File: src/rtl/sa_result_collect.sv
//------------------------------------------------------------------------------
// Module      : sa_result_collect
// Description : Snapshots a systolic array's results on cal_done and drains
//               them one word per handshake, row-major, with indices attached.
// Revision    : 1.0 - initial release
//------------------------------------------------------------------------------
`timescale 1ns/1ps
`default_nettype none

module sa_result_collect #(
    parameter int X  = 3,
    parameter int Y  = 3,
    parameter int RL = 32
) (
    input  logic              clk,
    input  logic              sys_rst_n,
    input  logic              cal_done,
    input  logic [X*Y*RL-1:0] pe_result,
    input  logic              out_ready,
    output logic              out_valid,
    output logic [RL-1:0]     out_data,
    output logic [7:0]        out_row,
    output logic [7:0]        out_col,
    output logic              out_last,
    output logic              busy,
    output logic              collect_done,
    output logic              err_overrun
);

    typedef enum logic [0:0] {
        IDLE  = 1'b0,
        DRAIN = 1'b1
    } state_t;

    localparam logic [7:0] c_LAST_ROW = 8'(X - 1);
    localparam logic [7:0] c_LAST_COL = 8'(Y - 1);

    state_t              r_state;
    state_t              w_state_nxt;
    logic [X*Y*RL-1:0]   r_snap;
    logic [7:0]          r_row;
    logic [7:0]          r_col;
    logic [7:0]          w_row_nxt;
    logic [7:0]          w_col_nxt;
    logic                r_collect_done;
    logic                r_err_overrun;

    logic                w_busy;
    logic                w_hs;
    logic                w_at_last;
    logic                w_final;
    logic                w_capture;
    logic                w_overrun;

    always_comb begin
        w_busy    = (r_state == DRAIN);
        w_hs      = w_busy & out_ready;
        w_at_last = (r_row == c_LAST_ROW) && (r_col == c_LAST_COL);
        w_final   = w_hs & w_at_last;
        // A new result is only accepted when the engine is free or freeing up now
        w_capture = cal_done & (~w_busy | w_final);
        w_overrun = cal_done & w_busy & ~w_final;
    end

    always_comb begin
        w_state_nxt = r_state;
        w_row_nxt   = r_row;
        w_col_nxt   = r_col;
        if (w_capture) begin
            w_state_nxt = DRAIN;
            w_row_nxt   = 8'd0;
            w_col_nxt   = 8'd0;
        end else if (w_final) begin
            w_state_nxt = IDLE;
            w_row_nxt   = 8'd0;
            w_col_nxt   = 8'd0;
        end else if (w_hs) begin
            if (r_col == c_LAST_COL) begin
                w_col_nxt = 8'd0;
                w_row_nxt = r_row + 8'd1;
            end else begin
                w_col_nxt = r_col + 8'd1;
            end
        end
    end

    always_ff @(posedge clk or negedge sys_rst_n) begin
        if (!sys_rst_n) begin
            r_state        <= IDLE;
            r_row          <= 8'd0;
            r_col          <= 8'd0;
            r_collect_done <= 1'b0;
            r_err_overrun  <= 1'b0;
        end else begin
            r_state        <= w_state_nxt;
            r_row          <= w_row_nxt;
            r_col          <= w_col_nxt;
            r_collect_done <= w_final;
            r_err_overrun  <= r_err_overrun | w_overrun;
        end
    end

    // Snapshot is kept as a shift register: the current element always sits
    // in the low word, so each handshake simply shifts the next one down.
    always_ff @(posedge clk or negedge sys_rst_n) begin
        if (!sys_rst_n) begin
            r_snap <= '0;
        end else if (w_capture) begin
            r_snap <= pe_result;
        end else if (w_hs) begin
            r_snap <= r_snap >> RL;
        end
    end

    assign busy         = w_busy;
    assign out_valid    = w_busy;
    assign out_data     = w_busy ? r_snap[RL-1:0] : '0;
    assign out_row      = w_busy ? r_row : 8'd0;
    assign out_col      = w_busy ? r_col : 8'd0;
    assign out_last     = w_busy & w_at_last;
    assign collect_done = r_collect_done;
    assign err_overrun  = r_err_overrun;

endmodule

`default_nettype wire

File: config.mk
export PLATFORM = sky130hd
export DESIGN_NAME = sa_result_collect
export DESIGN_NICKNAME = d
export VERILOG_FILES = /design/src/rtl/sa_result_collect.sv
export SDC_FILE = /design/constraint.sdc
export NUM_CORES = 1
export LEC_CHECK = 0
export ABC_CLOCK_PERIOD_IN_PS = 1900
export BUFFER_PORTS_ARGS = -buffer_cell sky130_fd_sc_hd__buf_2
export CORE_AREA = 5 5 193 195
export DETAILED_ROUTE_END_ITERATION = 10
export DIE_AREA = 0 0 198 200
export HOLD_SLACK_MARGIN = 0.15
export PLACE_DENSITY = 0.77
export SYNTH_ARGS = -nofsm -noshare
export SYNTH_HDL_FRONTEND = slang
export SYNTH_SLANG_ARGS = --single-unit
export TNS_END_PERCENT = 100
File: constraint.sdc
create_clock -name clk -period 1.9 [get_ports clk]
set_input_delay 0.19 -clock clk [delete_from_list [all_inputs] [get_ports clk]]
set_output_delay 0.19 -clock clk [all_outputs]
set_load 0.01 [all_outputs]
Word-level counts from Yosys, hierarchy flattened
Cells that the tools add are included.
{ "word_totals": {"ff_bits": 307, "in_bits": 292} }
{ "op_classes": {"n_reduce_logical": 6, "n_addsub": 2, "muxes": 15, "bitwise_logic": 10, "n_eq_ne": 2} }
{ "ops": {"columns": ["operator", "n"], "rows": [
  ["2-to-1 mux 288 bit", 2],
  ["2-to-1 mux 8 bit", 10],
  ["2-to-1 mux 32 bit", 1],
  ["adder 8 x 1 -> 8 bit, second input constant", 2],
  ["equality test 8 x 2 -> 1 bit, second input constant", 2],
  ["bitwise AND 1 bit", 6],
  ["nonzero test 3 bit", 2],
  ["nonzero test 2 bit", 2],
  ["2-to-1 mux 1 bit", 2],
  ["NOT 1 bit", 2],
  ["bitwise OR 1 bit", 2],
  ["AND reduction 2 bit", 1],
  ["logical AND 1 bit", 1]
]} }

Depth between registers and ports, before layout
{ "logic_depth": {"depth_word": 7, "depth_mapped": 8, "mapped_depth_nobuf": 6} }

Worst setup path after synthesis
Ideal clock, no wire load.
{ "synth_timing": {"kind": "flip-flop to flip-flop", "start": "register r_state (netlist: busy)", "end": "register r_row[6]", "period_less_slack_ns": 1.884, "path_stages_with_launch": 7, "setup_slack_ns": 0.016, "path_buffers": 2, "required_ns": 1.821, "t_arrival_ns": 1.805, "cell_sequence": "dfrtp_1 clkbuf_1 and2_1 nand3_2 buf_4 or4_1 a21oi_1"} }
{ "synth_via": {"elab_chain_len": 6} }
{ "synth_lines": {"columns": ["item", "line_no", "source"], "rows": [
  ["start, declared", "38", "state_t r_state;"],
  ["start signal, assigned", "95", "r_state <= w_state_nxt;"],
  ["bitwise AND 1 bit", "57", "w_hs = w_busy & out_ready;"],
  ["bitwise AND 1 bit", "59", "w_final = w_hs & w_at_last;"],
  ["bitwise OR 1 bit", "61", "w_capture = cal_done & (~w_busy | w_final);"],
  ["bitwise AND 1 bit", "61", null],
  ["nonzero test 3 bit (no line)", null, null],
  ["AND reduction 2 bit (no line)", null, null],
  ["end signal, assigned", "96", "r_row <= w_row_nxt;"],
  ["end, declared", "41", "logic [7:0] r_row;"]
]} }
Several ways; a longest one is shown, not always the timed one.
A chain may end at the register's enable or synchronous reset.

Worst setup path after layout
{ "layout_timing": {"start": "register r_col[0]", "end": "register r_snap[175]"} }
{ "layout_via": {"elab_chain_len": 6} }
{ "layout_lines": {"columns": ["item", "line_no", "source"], "rows": [
  ["start, declared", "42", "logic [7:0] r_col;"],
  ["start signal, assigned", "97", "r_col <= w_col_nxt;"],
  ["equality test 8 x 2 -> 1 bit *", "58", "w_at_last = (r_row == c_LAST_ROW) && (r_col == c_LAST_COL);"],
  ["logical AND 1 bit *", "58", null],
  ["bitwise AND 1 bit *", "59", null],
  ["bitwise OR 1 bit *", "61", null],
  ["bitwise AND 1 bit *", "61", null],
  ["2-to-1 mux 288 bit or nonzero test 2 bit (tied branches)", null, null],
  ["end signal, assigned", "109", "r_snap <= pe_result;"],
  ["end signal, assigned", "111", "r_snap <= r_snap >> RL;"],
  ["end, declared", "40", "logic [X*Y*RL-1:0] r_snap;"]
]} }
Every way passes the cells marked *; elsewhere a longest branch is shown, timed or not.

==> metrics.log <==
INFO  metric antenna_left = 0
INFO  metric place_hpwl = 37590 µm
INFO  metric power_density = approximately 840 mW/mm²
INFO  metric fin_nets = around 2600
INFO  metric power.share.combinational = 0.293
INFO  metric final.period_utilization = 1.180
INFO  metric gr-usage-all-layers = 0.3139
INFO  metric synth_edf_count = 0
INFO  metric sequentialPowerShare = 0.394
INFO  metric outcome = finished, violations left
INFO  metric core_area = between 0.03 and 0.04 mm²
INFO  metric gr-total-overflow = 0
INFO  metric synthCells = about 1700
INFO  metric htree_num_levels = 2
INFO  metric max-cap-violations = 0
INFO  metric io_pins = 345
INFO  metric syn-mean-instance-area = around 11 µm²
INFO  metric numClockSinks = slightly above 300
INFO  metric first_iter_violations = approximately 1800
INFO  metric proportion_of_layout_cells_with_a_drive_suffix_above_1 = 0.2735
INFO  metric timing.hold.ws = approximately 190 ps
INFO  metric worstSkewPairLatency = 520 ps
INFO  metric drtPass1Iterations = 6
INFO  metric path_max_fanout = 23
INFO  metric flow.area_growth_from_synthesis = 44.97%
INFO  metric clk_transition_reported_paths = around 60 ps
INFO  metric grt_pass1_wl = 101100 µm
INFO  metric seq_area_frac_synth = 0.4309
INFO  metric worst_slew_margin_rel = 0.5745
INFO  metric ctsRootBufferMaster = clkbuf_16
INFO  metric gpl.final_weighted_congestion = around 0.85
INFO  metric r2r_start = r_col[0]$_DFFE_PN0P_
INFO  metric hold_violations = 0
INFO  metric regToRegEndpoint = r_snap[175]$_DFFE_PN0P_
INFO  metric cp.arrival = 2670 ps
INFO  metric synth_ff_type = dfrtp_1
INFO  metric final_cell_mix = buf_2, dfrtp_1, dlygate4sd3_1, nand2_1, mux2i_1
INFO  metric first_global_vias = 18275
INFO  metric mostFrequentLayoutCell = buf_2
INFO  metric postSynth.asyncResetShare = 1.000
INFO  metric cts_made_buffers = 36
INFO  metric dieWidth = ~200 µm
INFO  metric dieArea = 0.03960 mm²
INFO  metric layout_min_cycle_time = around 2200 ps
INFO  metric unrepaired_setup_endpoints_after_global_routing = true
INFO  metric route.detailed.drc = 0
INFO  metric leakagePower = ~11 nW
INFO  metric post_synth_top_area_share = 0.4309
INFO  metric finalPower = between 20 and 25 mW
INFO  metric wire_per_inst = about 24 µm
INFO  metric initial_cell_density_of_the_core = 0.5061
INFO  metric p_sw_frac = 0.3124
INFO  metric syn-num-nets = 1984
INFO  metric routed-via-count = 18195
INFO  metric worst-r2r-setup-slack = -340 ps
INFO  metric final-setup-viol-count = 309
INFO  metric yosys_register_bits = ~310
INFO  metric grt_start_max_net_pins = 82
INFO  metric slew_violations = 0
INFO  metric power.net_switching = between 6 and 7 mW
INFO  metric ys_types = 43
INFO  metric worstMarginPinSlew = 638.2 ps
INFO  metric die_outline_height = ~200 µm
INFO  metric cts_buffer_depth = 3
INFO  metric total_detailed_routing_wirelength = approximately 67000 µm
INFO  metric post_drt_via_cell_ratio = between 6 and 7
INFO  metric crit_required = 2330 ps
INFO  metric worst_hold_path_type = primary input to asynchronous set/reset pin
INFO  metric synth_area_leader_cell = dfrtp_1
INFO  metric post_synth_instance_area = approximately 0.018 mm²
INFO  metric internal_power = ~15 mW
INFO  metric path_class = flip-flop to flip-flop
INFO  metric fmax = 0.4460 GHz
INFO  metric setup.worst_path.start_class = flip-flop
INFO  metric finClkSkew = ~15 ps
INFO  metric worstSetupEndpointType = flip-flop
INFO  metric synth-warning-count = 0
INFO  metric power.ir.vdd_worst = 0.0005821 V
INFO  metric clkPwrFrac = 0.313
INFO  metric failing_checks = negative setup slack
INFO  metric cts_tree = yes
INFO  metric fin_ws = -342.2 ps
INFO  metric ff2ff_path_depth = 10
INFO  metric std_cell_rows = a little under 70
INFO  metric portBuffers = around 340
INFO  metric ys_top_cells_by_area = dfrtp_1, mux2i_1, a2bb2oi_1
INFO  metric grt_antenna_before_repair = 6
-- Yosys cell counts, types with 2 or more instances --
cell	instances
buf_2	57
buf_4	7
a21oi_1	5
and2_1	47
o221ai_1	256
buf_6	22
ha_1	4
inv_1	5
nor3b_1	2
xor2_1	3
o31ai_1	2
buf_1	4
a22o_1	32
nand3_1	3
xnor2_1	6
mux2i_1	258
nand4_1	5
clkbuf_1	95
nor2_1	19
o21ai_0	2
or4_1	2
o21ai_1	2
a2bb2oi_1	256
nor3_1	3
nand2_1	266
dfrtp_1	307
or3_1	2
-- how the worst max path moves through the flow --
| stage | start | endpoint | slack (ps) | cells past startpoint |
|---|---|---|---|---|
| floorplan | busy$_DFFE_PN0P_ | r_row[6]$_DFFE_PN0P_ | 20 | 6 |
| global placement | r_row[0]$_DFFE_PN0P_ | r_snap[234]$_DFFE_PN0P_ | -80 | 9 |
| detailed placement | r_row[0]$_DFFE_PN0P_ | r_snap[206]$_DFFE_PN0P_ | -150 | 9 |
| CTS | r_col[0]$_DFFE_PN0P_ | r_snap[129]$_DFFE_PN0P_ | -160 | 9 |
| global route | r_col[0]$_DFFE_PN0P_ | r_snap[65]$_DFFE_PN0P_ | -410 | 9 |
| finish | r_col[0]$_DFFE_PN0P_ | r_snap[175]$_DFFE_PN0P_ | -340 | 10 |
-- through the flow --
stage / setup TNS [ps] / cells / util / area (µm²) / worst slack, ps
global placement: -14320 / 2412 / 0.5818 / 20490 / -84.49
global route: -93930 / 2813 / 0.7336 / 25840 / -411.0
floorplan: 0 / 1688 / - / 17830 / 16.04
finish: -70880 / 2814 / 0.7337 / 25840 / -342.2
CTS: -19130 / 2795 / 0.7163 / 25230 / -157.0
detailed placement: -22850 / 2412 / 0.5818 / 20490 / -145.8
-- logic make-up (layout without fill, tap and decap cells) --
| family | count (synthesis) | after routing | share of synthesized area |
|---|---|---|---|
| xor gates and xnor gates | 9 | 9 | 0.004422 |
| and+or+nand+nor | 359 | 359 | 0.08871 |
| buffers and inverters | 191 | 850 | 0.05495 |
| AOI/OAI and AO/OA | 560 | 560 | 0.2733 |
| adders and majority gates | 4 | 4 | 0.002808 |
| other | 0 | 6 | 0 |
| DFF | 307 | 307 | 0.4309 |
| muxes | 258 | 258 | 0.1449 |
-- registers in the layout (all words and copies together), names as in the netlist --
signal	count
r_col	8
err_overrun	1
collect_done	1
r_row	8
r_snap	288
busy	1
-- layout make-up --
type	count	area, µm²
Sequential cell	307	7684
Clock buffer	54	1090
Fill cell	2205	9380
Timing Repair Buffer	779	6643
Clock inverter	11	65.06
Multi-Input combinational cell	1190	9732
Inverter	6	38.79
Antenna cell	6	15.01
Tap cell	461	576.8
-- layer usage --
metal	up-vias	GRT usage	share of wire
met2	1138	0.5425	0.50
met1	8928	0.4060	0.38
met3	197	0.05203	0.085
met5	-	0	0.00016
li1	7930	-	-
met4	2	0.1020	0.033
-- timing repair --
action / in CTS / in global routing
pin swaps: 8 / 1
gates cloned: 10 / 4
endpoints found under the hold margin: 598 / 0
hold buffers: 291 / 0
buffers inserted: 18 / 9
gates resized for setup: 51 / 66
setup endpoints to repair: 261 / 341
-- power by group through the flow --
| stage | clock [mW] | combinational [mW] | sequential (mW) |
|---|---|---|---|
| finish | 6.81 | 6.38 | 8.57 |
| global route | 7.16 | 6.80 | 8.64 |
| CTS | 6.88 | 5.79 | 8.44 |
| detailed placement | 0 | 4.87 | 8.54 |
| global placement | 0 | 4.73 | 8.47 |
| floorplan | 0 | 3.19 | 8.21 |
-- worst max-delay path: stages, from the launching register on --
cell	delay (ps)
dfrtp_1	400
inv_2	90
ha_4	120
nor3b_4	290
nand4_4	170
buf_6	180
o21ai_4	160
buf_12	210
buf_12	120
clkbuf_16	210
a2bb2oi_1	190
Note: power is estimated with default switching activity, not from simulation.
